===== config.mk =====
export PLATFORM = sky130hd
export DESIGN_NAME = berger_scrub_controller_flat
export DESIGN_NICKNAME = d
export VERILOG_FILES = /design/src/rtl/berger_scrub_controller_if.sv /design/src/rtl/berger_scrub_controller.sv /design/src/flat_wrapper.sv
export SDC_FILE = /design/constraint.sdc
export NUM_CORES = 1
export LEC_CHECK = 0
export CELL_PAD_IN_SITES_DETAIL_PLACEMENT = 0
export CELL_PAD_IN_SITES_GLOBAL_PLACEMENT = 2
export CORE_MARGIN = 4
export CORE_UTILIZATION = 25
export CTS_CLUSTER_SIZE = 24
export DETAILED_ROUTE_END_ITERATION = 6
export PLACE_DENSITY_LB_ADDON = 0.12
export REMOVE_ABC_BUFFERS = 1
export SLEW_MARGIN = 25
export SYNTH_ARGS = -nofsm -noshare
export SYNTH_HDL_FRONTEND = slang
export SYNTH_SLANG_ARGS = --single-unit

===== constraint.sdc =====
create_clock -name clk -period 4.5 [get_ports clk]
set_input_delay 0.675 -clock clk [delete_from_list [all_inputs] [get_ports clk]]
set_output_delay 0.675 -clock clk [all_outputs]
set_load 0.02 [all_outputs]

===== src/rtl/berger_scrub_controller_if.sv =====
// Memory-side request/grant/read port shared between the scrubber and the arbiter.
interface berger_scrub_controller_if #(
    parameter int ADDR_W = 6,
    parameter int DATA_W = 8,
    parameter int CHK_W  = 4
);
    logic                    mem_req;
    logic [ADDR_W-1:0]       mem_addr;
    logic                    mem_gnt;
    logic                    mem_rvalid;
    logic [DATA_W+CHK_W-1:0] mem_rdata;

    modport master (output mem_req, mem_addr, input mem_gnt, mem_rvalid, mem_rdata);
    modport slave  (input mem_req, mem_addr, output mem_gnt, mem_rvalid, mem_rdata);
endinterface


===== src/rtl/berger_scrub_controller.sv =====
// Background Berger-code scrubber: reads every word once per pass and flags zero-count mismatches.
// Optional macro BERGER_SCRUB_HALT_ON_ERR_EN ends the pass at the first failing word.
module berger_scrub_controller #(
    parameter int ADDR_W = 6,
    parameter int DATA_W = 8,
    parameter int CHK_W  = 4,
    parameter int CNT_W  = 8
) (
    input  logic                      clk,
    input  logic                      rst,
    input  logic                      start,
    input  logic                      abort,
    berger_scrub_controller_if.master mem,
    output logic                      busy,
    output logic                      done,
    output logic                      err_valid,
    output logic [ADDR_W-1:0]         err_addr,
    output logic [CNT_W-1:0]          err_count
);

    typedef enum logic [2:0] {S_IDLE, S_REQ, S_WAIT, S_CHECK, S_DONE} state_e;

    state_e            state_q, state_d;
    logic [ADDR_W-1:0] addr_q, addr_d;
    logic [ADDR_W-1:0] err_addr_q, err_addr_d;
    logic [CNT_W-1:0]  err_count_q, err_count_d;
    logic              err_valid_q, err_valid_d;
    logic              done_q, done_d;
    logic              word_bad;
    logic              last_word;

    function automatic logic [CHK_W-1:0] zero_count(input logic [DATA_W-1:0] d);
        logic [CHK_W-1:0] n;
        n = CHK_W'(DATA_W);
        for (int i = 0; i < DATA_W; i++) n = n - CHK_W'(d[i]);
        return n;
    endfunction

    // The check result is what gets registered on the returning read, so err_valid,
    // err_addr and err_count are all flops that present during the CHECK cycle.
    assign word_bad = zero_count(mem.mem_rdata[DATA_W+CHK_W-1:CHK_W]) != mem.mem_rdata[CHK_W-1:0];

`ifdef BERGER_SCRUB_HALT_ON_ERR_EN
    assign last_word = err_valid_q || (addr_q == '1);
`else
    assign last_word = (addr_q == '1);
`endif

    always_comb begin
        state_d     = state_q;
        addr_d      = addr_q;
        err_addr_d  = err_addr_q;
        err_count_d = err_count_q;
        err_valid_d = 1'b0;
        done_d      = 1'b0;
        if (abort) begin
            state_d = S_IDLE;
        end else begin
            case (state_q)
                S_IDLE: begin
                    if (start) begin
                        state_d     = S_REQ;
                        addr_d      = '0;
                        err_count_d = '0;
                    end
                end
                S_REQ: begin
                    if (mem.mem_gnt) state_d = S_WAIT;
                end
                S_WAIT: begin
                    if (mem.mem_rvalid) begin
                        state_d = S_CHECK;
                        if (word_bad) begin
                            err_valid_d = 1'b1;
                            err_addr_d  = addr_q;
                            if (err_count_q != '1) err_count_d = err_count_q + CNT_W'(1);
                        end
                    end
                end
                S_CHECK: begin
                    if (last_word) begin
                        state_d = S_DONE;
                        done_d  = 1'b1;
                    end else begin
                        state_d = S_REQ;
                        addr_d  = addr_q + ADDR_W'(1);
                    end
                end
                S_DONE:  state_d = S_IDLE;
                default: state_d = S_IDLE;
            endcase
        end
    end

    always_ff @(posedge clk or posedge rst) begin
        if (rst) begin
            state_q     <= S_IDLE;
            addr_q      <= '0;
            err_addr_q  <= '0;
            err_count_q <= '0;
            err_valid_q <= 1'b0;
            done_q      <= 1'b0;
        end else begin
            state_q     <= state_d;
            addr_q      <= addr_d;
            err_addr_q  <= err_addr_d;
            err_count_q <= err_count_d;
            err_valid_q <= err_valid_d;
            done_q      <= done_d;
        end
    end

    assign mem.mem_req  = (state_q == S_REQ);
    assign mem.mem_addr = addr_q;
    assign busy         = (state_q == S_REQ) || (state_q == S_WAIT) || (state_q == S_CHECK);
    assign done         = done_q;
    assign err_valid    = err_valid_q;
    assign err_addr     = err_addr_q;
    assign err_count    = err_count_q;

endmodule


===== src/flat_wrapper.sv =====
// flat-port wrapper written by rule: the top's interface ports become plain ports
module berger_scrub_controller_flat 
#(
    parameter int ADDR_W = 6,
    parameter int DATA_W = 8,
    parameter int CHK_W  = 4,
    parameter int CNT_W  = 8
)
  (clk, rst, start, abort, busy, done, err_valid, err_addr, err_count, mem_mem_req, mem_mem_addr, mem_mem_gnt, mem_mem_rvalid, mem_mem_rdata);
  berger_scrub_controller_if #(.ADDR_W(ADDR_W), .DATA_W(DATA_W), .CHK_W(CHK_W)) mem_i ();
  input  logic clk;
  input  logic rst;
  input  logic start;
  input  logic abort;
  output logic busy;
  output logic done;
  output logic err_valid;
  output logic [ADDR_W-1:0] err_addr;
  output logic [CNT_W-1:0] err_count;
  output wire logic [$bits(mem_i.mem_req)-1:0] mem_mem_req;
  output wire logic [$bits(mem_i.mem_addr)-1:0] mem_mem_addr;
  input wire logic [$bits(mem_i.mem_gnt)-1:0] mem_mem_gnt;
  input wire logic [$bits(mem_i.mem_rvalid)-1:0] mem_mem_rvalid;
  input wire logic [$bits(mem_i.mem_rdata)-1:0] mem_mem_rdata;
  assign mem_mem_req = mem_i.mem_req;
  assign mem_mem_addr = mem_i.mem_addr;
  assign mem_i.mem_gnt = mem_mem_gnt;
  assign mem_i.mem_rvalid = mem_mem_rvalid;
  assign mem_i.mem_rdata = mem_mem_rdata;
  berger_scrub_controller #(.ADDR_W(ADDR_W), .DATA_W(DATA_W), .CHK_W(CHK_W), .CNT_W(CNT_W)) u_core (.clk(clk), .rst(rst), .start(start), .abort(abort), .mem(mem_i), .busy(busy), .done(done), .err_valid(err_valid), .err_addr(err_addr), .err_count(err_count));
endmodule

## Word level (Yosys, flattened, before mapping)

Cells that the tools add are included.

| cells by class | value |
|---|---|
| add/subtract/negate cells | 10 |
| bitwise logic cells | 1 |
| multiplexer cells | 21 |
| reductions and logical operators | 9 |
| equal/unequal tests | 14 |

Operators with widths:

| operator | count |
|---|---|
| $mux W8 | 4 |
| $sub A4 B1 Y4 | 7 |
| $pmux W8 S2 | 1 |
| $mux W3 | 5 |
| $mux W6 | 2 |
| $pmux W3 S4 | 1 |
| $pmux W6 S2 | 1 |
| $add A8 B1 Y8 const B | 1 |
| $ne A8 B8 Y1 const B | 1 |
| $reduce_and A4 Y1 | 2 |
| $mux W1 | 7 |
| $add A6 B1 Y6 const B | 1 |
| $eq A3 B2 Y1 const B | 2 |
| $eq A6 B6 Y1 const B | 1 |
| $ne A2 B2 Y1 const B | 3 |
| $ne A3 B3 Y1 const B | 2 |
| $reduce_and A6 Y1 | 1 |
| $ne A2 B1 Y1 const B | 2 |
| $ne A4 B4 Y1 | 1 |
| $reduce_bool A2 Y1 | 2 |
| $sub A4 B1 Y4 const A | 1 |
| $eq A3 B1 Y1 const B | 1 |
| $logic_not A3 Y1 | 1 |
| $ne A3 B2 Y1 const B | 1 |
| other kinds (3) | 4 |

| word-level totals | value |
|---|---|
| input port bits | 18 |
| output and inout bits | 24 |
| register bits after elaboration | 25 |
| logic and storage cells | 61 |

## Logic depth before layout (Yosys ltp)

| depth | value |
|---|---|
| depth in word-level cells | 13 |
| gate-level depth with buffers | 13 |
| depth with buffers taken out | 12 |

## Worst setup path before layout

Ideal clock, no wire load.

| timing path | value |
|---|---|
| kind | input port to flip-flop |
| from | input port mem_mem_rdata[4] |
| to | register u_core.err_addr_q[0] (netlist: u_core.err_addr[0]) |
| arrival | 3,657 ps |
| stages on the path | 13 |
| path slack | 718 ps |
| data required time | 4,375 ps |
| path buffers | 1 |
| setup time | 125 ps |
| cells stage by stage | fa_1 inv_1 ha_1 fa_1 inv_1 fa_1 inv_1 ha_1 xnor2_1 nand4_2 and2_4 buf_12 mux2_4 |

| on the way | value |
|---|---|
| word-level cells in the longest chain between the ends | 10 |

Ends and longest elaborated chain:

| item | RTL line | source |
|---|---|---|
| from (decl) | flat_wrapper.sv:24 | `input wire logic [$bits(mem_i.mem_rdata)-1:0] mem_mem_rdata;` |
| $sub A4 B1 Y4 (8 in a row) | berger_scrub_controller.sv:35 | `for (int i = 0; i < DATA_W; i++) n = n - CHK_W'(d[i]);` |
| $ne A4 B4 Y1 | berger_scrub_controller.sv:41 | `assign word_bad = zero_count(mem.mem_rdata[DATA_W+CHK_W-1:CHK_W]) != mem.mem_rdata[CHK_W-1:0];` |
| $reduce_and A4 Y1 (no source line) | - |  |
| to (signal assigned) | berger_scrub_controller.sv:106 | `err_addr_q <= err_addr_d;` |
| to (decl) | berger_scrub_controller.sv:25 | `logic [ADDR_W-1:0] err_addr_q, err_addr_d;` |

Every way passes these cells.
A chain may end at the register's enable or synchronous reset.

## Worst setup path after layout

| timing path | value |
|---|---|
| from | input port mem_mem_rdata[4] |
| to | register u_core.err_addr_q[3] (netlist: u_core.err_addr[3]) |

The elaborated chain is that of the path after synthesis.

==> run_summary.xml <==
<?xml version="1.0" encoding="UTF-8"?>
<metrics>
  <group name="synthesis">
    <metric name="synth_cell_type_count" unit="">43</metric>
    <metric name="netlist_instances" unit="">144</metric>
    <metric name="synth_area" unit="um2">1541</metric>
    <metric name="synth.yosys.warnings" unit="">0</metric>
    <metric name="post_synth.cell_area_avg" unit="um2">10.70</metric>
    <metric name="synth-edff-count" unit="">0</metric>
    <metric name="synth_ff_type" unit="">sky130_fd_sc_hd__dfrtp_1</metric>
    <metric name="share_of_synthesized_area_occupied_by_flip_flops_and_latches" unit="%">40.58</metric>
    <metric name="ys_async_rst_share" unit="%">100.0</metric>
    <metric name="yosys_register_bits" unit="">25</metric>
  </group>
  <group name="floorplanning">
    <metric name="chipHeight" unit="um">86.53</metric>
    <metric name="core.rowCount" unit="">28</metric>
    <metric name="design.die.area" unit="um2">7487</metric>
    <metric name="fp.coreArea" unit="um2">5956</metric>
    <metric name="die_x" unit="um">86.53</metric>
    <metric name="io_pins" unit="">42</metric>
    <metric name="effective_utilization_at_floorplan" unit="%">25.88</metric>
  </group>
  <group name="worst_setup_path">
    <metric name="crit_path_launch" unit="">mem_mem_rdata[4]</metric>
    <metric name="timing.reg2reg.worst_path_depth" unit="">4</metric>
    <metric name="crit_fanout" unit="">7</metric>
    <metric name="worst_r2r_endpoint" unit="">u_core.err_addr[3]</metric>
    <metric name="end_kind" unit="">flop</metric>
    <metric name="cp_capture_point" unit="">u_core.err_addr[3]</metric>
    <metric name="reg2reg_slack" unit="ps">2450</metric>
    <metric name="critical_path.startpoint_type" unit="">input port</metric>
    <metric name="crit_buf_inv" unit="">4</metric>
    <metric name="rr_startpoint" unit="">u_core.state_q[2]</metric>
    <metric name="cp_data_arrival_time" unit="ps">4080</metric>
    <metric name="slowest_stage" unit="">sky130_fd_sc_hd__fa_1</metric>
    <metric name="critical_path_required" unit="ps">4670</metric>
    <metric name="longest_individual_stage_delay_on_the_worst_path" unit="ps">540</metric>
    <metric name="crit_chain" unit="">clkdlybuf4s50_1, fa_1, inv_1, ha_1, fa_1, inv_1, fa_1, inv_1, ha_1, xnor2_1, nand4_2, and2_4, mux2_4</metric>
    <metric name="critPathKind" unit="">in -&gt; reg</metric>
    <metric name="critical_path.top_delay_family" unit="">adder cells</metric>
    <metric name="critical_path_depth" unit="">13</metric>
  </group>
  <group name="sta">
    <metric name="worst_pin_slew" unit="ps">568.3</metric>
    <metric name="max-slew-margin-rel" unit="%">62.06</metric>
    <metric name="slew_viol_final" unit="">0</metric>
    <metric name="fin_worst_skew" unit="ps">4.175</metric>
    <metric name="finalSetupViolCount" unit="">0</metric>
    <metric name="rsz0062_at_grt" unit="">no</metric>
    <metric name="timing.hold.ws" unit="ps">525.3</metric>
    <metric name="finalSetupTns" unit="ps">0</metric>
    <metric name="f_max" unit="GHz">0.2562</metric>
    <metric name="timing.final.crit_share" unit="%">86.74</metric>
    <metric name="final-hold-violation-count" unit="">0</metric>
    <metric name="fin_ws" unit="ps">596.8</metric>
    <metric name="final.min_clock_period" unit="ps">3903</metric>
  </group>
  <group name="route">
    <metric name="routed_vias" unit="">1261</metric>
    <metric name="routed_via_density" unit="">4.831</metric>
    <metric name="avgRoutedWirePerCell" unit="um">15.00</metric>
    <metric name="antenna_violating_nets_post_route" unit="">0</metric>
    <metric name="drtPass1Iterations" unit="">4</metric>
    <metric name="drtIter0Drc" unit="">33</metric>
    <metric name="drt_drc_violations_left" unit="">0</metric>
    <metric name="route.final.wire_length" unit="um">3914</metric>
  </group>
  <group name="job">
    <metric name="max_capacitance_violation_count" unit="">0</metric>
  </group>
  <group name="placed_design">
    <metric name="dp_worst_setup_slack" unit="ps">261.5</metric>
    <metric name="post-dp-hpwl" unit="um">2859</metric>
    <metric name="placed_cells_incl_taps" unit="">257</metric>
    <metric name="last_weighted_congestion_value_of_the_routability_driven_placer" unit="">0.7282</metric>
    <metric name="placement.io_buffers" unit="">41</metric>
  </group>
  <group name="clock_tree">
    <metric name="clkTransAtPathRegs" unit="ps">100</metric>
    <metric name="htreeDepth" unit="">1</metric>
    <metric name="clk_latency_worst_skew_pair" unit="ps">280</metric>
    <metric name="hold_bufs_inserted_after_cts" unit="">0</metric>
    <metric name="post_cts.resized_instances" unit="">0</metric>
    <metric name="count_of_clock_tree_sinks" unit="">25</metric>
    <metric name="clockBufferDepth" unit="">2</metric>
    <metric name="numCtsBuffers" unit="">3</metric>
    <metric name="cts_setup_buffers" unit="">0</metric>
    <metric name="cts_tree" unit="">yes</metric>
    <metric name="clockRootBuffer" unit="">sky130_fd_sc_hd__clkbuf_8</metric>
  </group>
  <group name="status">
    <metric name="outcome" unit="">complete, no violations</metric>
  </group>
  <group name="final_layout">
    <metric name="mostFrequentLayoutCells" unit="">sky130_fd_sc_hd__clkdlybuf4s50_1 (41), sky130_fd_sc_hd__dfrtp_1 (25), sky130_fd_sc_hd__inv_1 (15), sky130_fd_sc_hd__nand2_1 (7), sky130_fd_sc_hd__nand3_1 (7)</metric>
    <metric name="layout.cells.most_common" unit="">sky130_fd_sc_hd__clkdlybuf4s50_1</metric>
    <metric name="fin_nets" unit="">215</metric>
    <metric name="antennaDiodeCount" unit="">0</metric>
    <metric name="share_of_final_layout_standard_cells_stronger_than_drive_strength_1" unit="%">11.29</metric>
    <metric name="final_cell_count_no_fill" unit="">261</metric>
    <metric name="area.growth.synth_to_final" unit="%">33.77</metric>
  </group>
  <group name="global_route">
    <metric name="global_route_wire_length_before_repair" unit="um">6465</metric>
    <metric name="grt_antenna_before_repair" unit="">0</metric>
    <metric name="grt_pass1_vias" unit="">1250</metric>
    <metric name="grt_start_max_net_pins" unit="">26</metric>
    <metric name="globalRouteOverflowTotal" unit="">0</metric>
    <metric name="globalRouteTotalUtil" unit="%">10.97</metric>
  </group>
  <group name="min_path">
    <metric name="min_path_cells" unit="">1</metric>
    <metric name="launch_instance_of_the_worst_min_delay_path" unit="">u_core.err_addr[1]</metric>
    <metric name="timing.hold.worst.class" unit="">reg -&gt; reg</metric>
  </group>
  <group name="power">
    <metric name="vdd_ir_drop_max" unit="uV">101.9</metric>
    <metric name="power.static_leakage" unit="nW">0.8803</metric>
    <metric name="power.density_cell_area" unit="nW/um2">254.2</metric>
  </group>
</metrics>
final cells by class:
class / count / area (um2)
clock inverter: 1 / 7.507
multi-input combinational: 99 / 815.8
timing repair buffer: 42 / 417.9
inverter: 16 / 60.06
clock buffer: 3 / 41.29
tap: 75 / 93.84
sequential: 25 / 625.6
fill: 630 / 3894
kinds of logic after synthesis:
| group | after synthesis | share of synthesized area [%] |
|---|---|---|
| buf+inv | 20 | 6.493 |
| compound gates | 28 | 13.47 |
| fa+ha+maj | 10 | 10.07 |
| flops | 25 | 40.58 |
| simple gates | 48 | 19.32 |
| xor+xnor | 4 | 2.273 |
| mux | 9 | 7.793 |
state kept, by name, summed over array words and instances, names as in the netlist:
| register | cells |
|---|---|
| u_core.err_addr | 6 |
| u_core.err_count | 8 |
| u_core.done | 1 |
| u_core.err_valid | 1 |
| u_core.mem.mem_addr | 6 |
| u_core.state_q | 3 |
layer usage:
layer | wire [um] | GRT usage (%) | vias to the layer above
li1 | - | - | 607
met1 | 1984 | 15.92 | 607
met2 | 1594 | 15.44 | 40
met3 | 251 | 2.471 | 7
met4 | 83 | 4.816 | 0
met5 | 0 | 0 | -
Yosys cell counts, types with 2 or more instances:
master	count	share of area (%)
sky130_fd_sc_hd__inv_1	16	3.9
sky130_fd_sc_hd__a21oi_1	4	1.3
sky130_fd_sc_hd__xnor2_1	3	1.7
sky130_fd_sc_hd__and3_1	5	2.0
sky130_fd_sc_hd__o21ai_0	2	0.65
sky130_fd_sc_hd__nand3_1	7	2.3
sky130_fd_sc_hd__a31oi_1	4	1.6
sky130_fd_sc_hd__o211ai_1	4	1.9
sky130_fd_sc_hd__mux2i_1	3	1.9
sky130_fd_sc_hd__o2bb2ai_1	2	1.1
sky130_fd_sc_hd__or4_1	3	1.5
sky130_fd_sc_hd__nor3_1	5	1.6
sky130_fd_sc_hd__o21a_1	2	0.97
sky130_fd_sc_hd__nand2b_1	3	1.2
sky130_fd_sc_hd__dfrtp_1	25	41
sky130_fd_sc_hd__mux2_4	6	5.8
sky130_fd_sc_hd__nor2_1	6	1.5
sky130_fd_sc_hd__ha_1	6	4.9
sky130_fd_sc_hd__a41oi_1	4	2.3
sky130_fd_sc_hd__nand2_1	7	1.7
sky130_fd_sc_hd__a31o_2	2	1.1
sky130_fd_sc_hd__fa_1	4	5.2
per-stage QoR:
stage | power (W) | util, % | cell area [um2]
6_report | 0.0005241 | 34.62 | 2062
4_1_cts | 0.0005341 | 34.62 | 2062
5_1_grt | 0.0005553 | 34.62 | 2062
2_1_floorplan | 0.0003290 | - | 1501
3_5_place_dp | 0.0003841 | 33.80 | 2013
3_3_place_gp | 0.0003843 | 33.80 | 2013
worst register-to-register path, stage by stage (launching register included):
cell                      delay (ps)
sky130_fd_sc_hd__dfrtp_1         470
sky130_fd_sc_hd__or3b_4          470
sky130_fd_sc_hd__nor3b_4         380
sky130_fd_sc_hd__and2_4          300
sky130_fd_sc_hd__mux2_4          320
power by group:
group | switching, W | internal, W | total [W]
sequential | 0.00000869 | 0.000232 | 0.000240
combinational | 0.0000693 | 0.0000680 | 0.000137
clock | 0.0000833 | 0.0000631 | 0.000146
worst min-delay path by stage:
stage,endpoint,slack [ps]
4_1_cts,u_core.err_addr[1],530
2_1_floorplan,u_core.state_q[0],520
3_3_place_gp,u_core.err_addr[2],500
3_5_place_dp,u_core.err_addr[4],500
6_report,u_core.err_addr[1],530
5_1_grt,u_core.err_addr[1],550
(Power assumes the default switching activity.)
